### src/rtl/mem_responder.sv
// Word-addressed unified memory with a request/ready handshake and a configurable number of wait states.
// Misaligned or out-of-range accesses are rejected and flagged with MemErr alongside MemReady.
module mem_responder #(
    parameter int WORDS = 64,
    parameter int WAIT  = 2
) (
    input  logic        clk,
    input  logic        reset,
    input  logic        MemReq,
    input  logic        MemWrite,
    input  logic [31:0] Adr,
    input  logic [31:0] WriteData,
    output logic [31:0] ReadData,
    output logic        MemReady,
    output logic        MemErr
);

    localparam int IDX_W = (WORDS > 1) ? $clog2(WORDS) : 1;

    typedef enum logic [1:0] {
        IDLE,
        BUSY,
        RESP
    } state_e;

    state_e      state_q, state_d;
    logic [3:0]  cnt_q, cnt_d;
    logic [31:0] adr_q, wdata_q, rdata_q;
    logic        we_q, err_q;

    logic             enter_resp;
    logic [31:0]      acc_adr, acc_wdata;
    logic             acc_we, acc_err;
    logic [IDX_W-1:0] acc_idx;

    logic [31:0] mem_q [WORDS];

    // With WAIT=0 the commit happens on the acceptance edge itself, so the live inputs are used there.
    assign acc_adr   = (state_q == IDLE) ? Adr       : adr_q;
    assign acc_we    = (state_q == IDLE) ? MemWrite  : we_q;
    assign acc_wdata = (state_q == IDLE) ? WriteData : wdata_q;
    assign acc_idx   = acc_adr[IDX_W+1:2];
    assign acc_err   = (acc_adr[1:0] != 2'b00) || ({2'b00, acc_adr[31:2]} >= 32'(WORDS));

    // NOTE: every variable gets a default first so no path through the case infers a latch.
    always_comb begin
        state_d    = state_q;
        cnt_d      = cnt_q;
        enter_resp = 1'b0;
        unique case (state_q)
            IDLE: begin
                if (MemReq) begin
                    if (WAIT == 0) begin
                        state_d    = RESP;
                        enter_resp = 1'b1;
                    end else begin
                        state_d = BUSY;
                        cnt_d   = 4'(WAIT);
                    end
                end
            end
            BUSY: begin
                cnt_d = cnt_q - 4'd1;
                if (cnt_q == 4'd1) begin
                    state_d    = RESP;
                    enter_resp = 1'b1;
                end
            end
            RESP:    state_d = IDLE;
            default: state_d = IDLE;
        endcase
    end

    // NOTE: state updates use non-blocking assignments so all registers see pre-edge values.
    always_ff @(posedge clk or negedge reset) begin
        if (!reset) begin
            state_q <= IDLE;
            cnt_q   <= 4'd0;
            adr_q   <= 32'd0;
            wdata_q <= 32'd0;
            we_q    <= 1'b0;
            rdata_q <= 32'd0;
            err_q   <= 1'b0;
        end else begin
            state_q <= state_d;
            cnt_q   <= cnt_d;
            if (state_q == IDLE && MemReq) begin
                adr_q   <= Adr;
                wdata_q <= WriteData;
                we_q    <= MemWrite;
            end
            if (enter_resp) begin
                err_q <= acc_err;
                if (acc_err) begin
                    rdata_q <= 32'd0;
                end else if (!acc_we) begin
                    rdata_q <= mem_q[acc_idx];
                end
            end
        end
    end

    // NOTE: the array has no reset; an aborted write never reaches it because commits only happen entering RESP.
    always_ff @(posedge clk) begin
        if (enter_resp && acc_we && !acc_err) begin
            mem_q[acc_idx] <= acc_wdata;
        end
    end

    assign MemReady = (state_q == RESP);
    assign MemErr   = MemReady && err_q;
    assign ReadData = rdata_q;

endmodule

### config.mk
export PLATFORM = sky130hd
export DESIGN_NAME = mem_responder
export DESIGN_NICKNAME = d
export VERILOG_FILES = /design/src/rtl/mem_responder.sv
export SDC_FILE = /design/constraint.sdc
export NUM_CORES = 2
export LEC_CHECK = 0
export CAP_MARGIN = 20
export CORE_ASPECT_RATIO = 0.9
export CORE_MARGIN = 2
export CORE_UTILIZATION = 40
export CTS_CLUSTER_SIZE = 12
export DETAILED_ROUTE_END_ITERATION = 10
export HOLD_SLACK_MARGIN = 0.15
export PLACE_DENSITY = 0.63
export SLEW_MARGIN = 0
export SYNTH_ARGS = -nofsm -noshare
export SYNTH_HDL_FRONTEND = slang
export SYNTH_SLANG_ARGS = --single-unit
### constraint.sdc
create_clock -name clk -period 5.7 [get_ports clk]
set_input_delay 1.425 -clock clk [delete_from_list [all_inputs] [get_ports clk]]
set_output_delay 1.425 -clock clk [all_outputs]
set_load 0.02 [all_outputs]
## Yosys cells after proc, flatten, opt, wreduce, memory -nomap -nowiden

Memories as Yosys holds them, arrays and structs flattened.
Index checks and enable logic that the tools add are counted.

| word-level totals | value |
|---|---|
| output and inout bits | 34 |
| memories | 1 |
| input bits | 68 |
| logic and storage cells | 42 |
| memory bits (writable) | 2048 |
| bits in registers | 104 |

| operators by class | value |
|---|---|
| eq/ne operators | 6 |
| mux-type cells | 14 |
| order comparisons | 1 |
| add/sub/neg operators | 1 |
| reductions and logical operators | 12 |

Memories:

| memory | depth | bits a word | rd ports | clocked after memory_dff | wr ports | RTL line | RTL |
|---|---|---|---|---|---|---|---|
| mem_q | 64 | 32 | 1 | 0 | 1 | 36 | `logic [31:0] mem_q [WORDS];` |

Operators by type and width:

| cell | number |
|---|---|
| 32-bit two-way mux | 4 |
| 30-bit by 7-bit >= comparator with 1-bit output (second input constant) | 1 |
| 4-bit case mux with 2 select lines | 1 |
| 2-bit AND reduction | 3 |
| 1-bit two-way mux | 5 |
| 4-bit by 1-bit == test with 1-bit output (second input constant) | 1 |
| 1-bit logical AND | 4 |
| 2-bit two-way mux | 2 |
| 4-bit two-way mux | 1 |
| 2-bit inequality test (second input constant) | 2 |
| 2-bit case mux with 2 select lines | 1 |
| 2-bit nonzero test | 2 |
| 4-bit by 1-bit subtractor with 4-bit output (second input constant) | 1 |
| 2-bit by 1-bit == test with 1-bit output (second input constant) | 1 |
| 2-bit == test (second input constant) | 1 |
| 2-bit logical NOT | 1 |
| 2-bit by 1-bit inequality test with 1-bit output (second input constant) | 1 |
| 1-bit logical NOT | 1 |
| 1-bit logical OR | 1 |

## Longest topological paths before layout

| depth | value |
|---|---|
| depth in word-level cells | 8 |
| mapped depth | 13 |
| gate-level depth less buffers | 8 |

## Worst setup path after synthesis

OpenSTA, ideal clock, no wires.

| path | value |
|---|---|
| path type | input port to flip-flop |
| from | input port Adr[2] |
| to | memory mem_q[17][0] (enable) |
| buffers on the path | 6 |
| path slack | 823 ps |
| setup time | 421 ps |
| arrival | 4456 ps |
| cell stages on the path | 10 |
| path through | buf_4 > or3b_1 > buf_2 > nand2_8 > buf_12 > buf_6 > buf_2 > buf_2 > nand3_1 > nor2_1 |

| on the way | value |
|---|---|
| longest elaborated chain between the ends | 7 |

RTL lines:

| what | RTL line | RTL |
|---|---|---|
| from (decl) | 11 | `input logic [31:0] Adr,` |
| 32-bit two-way mux * | 39 | `assign acc_adr = (state_q == IDLE) ? Adr : adr_q;` |
| 30-bit by 7-bit >= comparator with 1-bit output | 43 | `assign acc_err = (acc_adr[1:0] != 2'b00) \|\| ({2'b00, acc_adr[31:2]} >= 32'(WORDS));` |
| 1-bit logical OR | 43 |  |
| 1-bit logical NOT | 105 | `if (enter_resp && acc_we && !acc_err) begin` |
| 1-bit logical AND | 105 |  |
| 1-bit two-way mux | 105 |  |
| 1-bit two-way mux (not written as such) | 106 | `mem_q[acc_idx] <= acc_wdata;` |
| to (decl) | 36 |  |

Every way passes the cells marked *; elsewhere a longest branch is shown, timed or not.

## Worst setup path after layout

| path | value |
|---|---|
| from | input port Adr[2] |
| to | register rdata_q[12] (netlist: ReadData[12]) |

| on the way | value |
|---|---|
| longest elaborated chain between the ends | 5 |

RTL lines:

| what | RTL line | RTL |
|---|---|---|
| 32-bit two-way mux * | 39 |  |
| 30-bit by 7-bit >= comparator with 1-bit output | 43 |  |
| 1-bit logical OR | 43 |  |
| 2-bit by 1-bit inequality test with 1-bit output (no source line) | -- |  |
| 2-bit AND reduction (no source line) | -- |  |
| to (signal assigned) | 97 | `rdata_q <= mem_q[acc_idx];` |
| to (decl) | 28 | `logic [31:0] adr_q, wdata_q, rdata_q;` |

Every way passes the cells marked *; elsewhere a longest branch is shown, timed or not. The select of a mux whose other input is x is not followed.
A chain may end at the register's enable or synchronous reset.

==> impl_metrics.py <==
metrics = {
    "synth": {
        "synth_area_um2": 82030,
        "yosysTopAreaCell": "edfxtp_1",
        "synth_seq_area_share": 0.7815,
        "synth.ff_latch_count": 2152,
        "syn-mean-instance-area_um2": 14.62,
        "synth-main-ff-cell": "edfxtp_1",
        "synth.distinct_cells": 78,
        "synth_top_area_frac": 0.7497,
        "netlist_top_cells_area": "edfxtp_1 75%, nand2_1 5.7%, dfrtp_1 3.2%, o22ai_1 2.8%, nand3_1 1.7%",
        "synth_nets": 5682,
        "synth_edf_count": 2048,
        "yosysWarnings": 0,
        "synth_cells": 5612,
        "synthArstFlopShare": 0.04833,
    },
    "clock_network": {
        "cts_root_buf": "clkbuf_16",
        "holdBufCountCts": 0,
        "clkSinkCount": 2152,
        "path_clk_slew_ns": 0.06,
        "tritoncts": "yes",
        "postCtsSetupBuffers": 0,
        "clock_latency_ns": 0.87,
        "clockBufferDepth": 3,
        "cts_resized": 0,
        "cts_buffers": 213,
        "htree_num_levels": 4,
    },
    "global_routing": {
        "grt_max_degree": 83,
        "grt_pass1_wl_um": 395000,
        "antenna_found_initial": 4,
        "grt-ovfl-total": 0,
        "grtUsageTotal": 0.2691,
        "grt_pass1_vias": 51090,
    },
    "flow_run": {
        "maxCapViolCount": 0,
    },
    "floorplanning": {
        "start_util": 0.4027,
        "die_w_um": 481.3,
        "ios": 102,
        "rows": 157,
        "dieArea_um2": 208700,
        "coreArea_um2": 203700,
        "die_height_um": 433.6,
    },
    "sta": {
        "slew_headroom": 0.2332,
        "setup_viol": 0,
        "skew_ns": 0.05402,
        "worst_slack_ns": 1.043,
        "tightest_slew_ns": 1.148,
        "period_needed_ns": 4.657,
        "hold_violations": 0,
        "fmax_mhz": 214.7,
        "slew_violations": 0,
        "timing.final.crit_share": 0.8171,
        "rsz0062_at_grt": "no",
    },
    "worst_setup_path": {
        "critical_path.max_fanout": 82,
        "cp.required_ns": 6.45,
        "critPathSlowestCell": "clkdlybuf4s50_1",
        "r2r_slack_ns": 1.51,
        "critical_path_class": "input port to register",
        "cp-start-kind": "input port",
        "cp.buffers_inverters": 4,
        "critPathMaxStageDelay_ns": 0.79,
        "arrival_ns": 5.40,
        "critPathCaptureType": "register",
        "cp_top_family": "buffers and inverters",
        "path_cells": "clkdlybuf4s50_1 -> or3b_1 -> nand2_8 -> buf_12 -> mux2i_1 -> a32oi_1 -> a31oi_1 -> a2111oi_1 -> clkdlybuf4s18_2 -> buf_4 -> a32o_1",
    },
    "placed_design": {
        "pre_cts_ws_ns": 0.2956,
        "gp_congestion": 0.8876,
        "dp_cells": 8417,
        "portBuffers": 101,
        "hpwl_um": 167800,
    },
    "finish": {
        "fin_nets": 5999,
        "drive_gt1_frac": 0.1241,
        "final_cells": 8782,
        "area_growth_pct": 16.15,
    },
    "hold_path": {
        "hold_class": "register to register",
    },
    "routing": {
        "vias": 54720,
        "final_antenna_net_count": 0,
        "drc": 0,
        "wl_um": 285100,
        "viasPerCell": 6.231,
        "wl_per_cell_um": 32.46,
        "drtPass1Iterations": 8,
        "drt_iter0_markers": 8899,
    },
    "power_and_ir_drop": {
        "power_density_nw_per_um2": 547.3,
        "total_leakage_power_uw": 0.03126,
        "ir_drop_mv": 0.3431,
    },
    "status": {
        "status": "finished clean",
    },
}
==> worst reg2reg max path: cells and delay by family, from the launching register on <==
family          cells  cell delay, ns
simple gates        1            0.17
flops               1            0.37
buf+inv             3            0.91
compound gates      6            2.67
==> per-layer routing <==
| layer | track usage | part of all wire |
|---|---|---|
| met1 | 0.3686 | 0.37 |
| met2 | 0.4033 | 0.44 |
| met3 | 0.06912 | 0.14 |
| met4 | 0.1230 | 0.052 |
| met5 | 0 | 0.000091 |
==> cells in the final DEF (no fill, tap or decap), types with 5 or more instances in the layout <==
cell             count
a211oi_1            27
o21ai_0             52
nor3_1              59
edfxtp_1          2048
o22ai_1            373
nand2_2             38
a31oi_1            140
nor2_4              65
a32oi_1            124
clkinv_2            11
nand3_1            284
inv_1                5
mux2i_1             75
a21oi_1            223
clkdlybuf4s50_1    100
clkbuf_16          215
a32o_1              28
and3_1               6
clkbuf_8            14
clkinv_1            17
bufinv_16            8
nor4_1              74
clkbuf_1            87
or4_1                5
nor2_1             161
nor2b_1              5
nand2_1           1207
buf_12              69
a2111oi_0           11
buf_4              280
nand4_1              8
o211ai_1            10
a22oi_1              6
o221ai_1            26
dfrtp_1            104
or3_1                6
==> worst paths after layout <==
kind,startpoint,cells after the start,end
worst min-delay path,adr_q[23],2,adr_q[23]
max in group asynchronous,reset,2,adr_q[29]
min in group asynchronous,reset,1,adr_q[2]
worst max-delay path,Adr[2],11,ReadData[12]
worst max register to register,state_q[0],10,ReadData[16]
worst min register to register,adr_q[23],2,adr_q[23]
==> registers in the layout, indices dropped and copies added (netlist names) <==
name and flops:
ReadData 32, adr_q 32, cnt_q 4, err_q 1, mem_q 2048, state_q 2, wdata_q 32, we_q 1
==> per-stage QoR <==
step	instance area, um^2	total power [uW]	hold WS, ns	utilization	setup TNS (ns)
2_1_floorplan	82030	30600	0.4455	-	0
3_3_place_gp	88840	38350	0.4568	0.4361	-0.7753
3_5_place_dp	88860	38630	0.4628	0.4362	0
4_1_cts	95270	51690	0.4780	0.4677	0
5_1_grt	95270	53550	0.4946	0.4677	0
6_report	95280	52150	0.4750	0.4677	0
==> synth_stat cells (all sizes together) (4+ instances only) <==
cell	count
edfxtp	2048
nand2	1249
o22ai	373
nand3	284
buf	257
nor2	228
a21oi	227
a31oi	140
a32oi	124
dfrtp	104
clkbuf	93
mux2i	77
nor4	75
nor3	59
o21ai	56
a32o	28
a211oi	27
o221ai	26
a2111oi	15
a22oi	14
o211ai	10
nand4	8
and3	6
or3	6
and2	5
inv	5
nor2b	5
o41ai	5
or4	5
a311oi	4
o2111ai	4
o21a	4
o31ai	4
==> area by class of cell <==
| class | instances | area (um^2) |
|---|---|---|
| Tap cell | 2703 | 3382 |
| Inverter | 5 | 18.77 |
| Sequential cell | 2152 | 64100 |
| Clock inverter | 46 | 513.0 |
| Antenna cell | 3 | 7.507 |
| Multi-Input combinational cell | 3105 | 16850 |
| Clock buffer | 316 | 5899 |
| Fill cell | 17400 | 108400 |
| Timing Repair Buffer | 452 | 4511 |
==> cells by family after synthesis <==
kind of cell | count (synthesis) | synth area share
DFF | 2152 | 0.7815
and+or+nand+nor | 1943 | 0.09895
AOI/OAI and AO/OA | 1079 | 0.08768
buffers and inverters | 355 | 0.02169
muxes | 79 | 0.009716
xor gates and xnor gates | 2 | 0.0002136
adders and majority gates | 2 | 0.0003050
==> power breakdown <==
| part | switching [uW] | internal [uW] | leakage, uW | total [uW] |
|---|---|---|---|---|
| logic | 13500 | 4380 | 0.00829 | 17900 |
| clock network | 5840 | 7450 | 0.00310 | 13300 |
| registers | 340 | 20600 | 0.0199 | 21000 |
| total | 19700 | 32400 | 0.0313 | 52100 |
(Power assumes the default switching activity.)
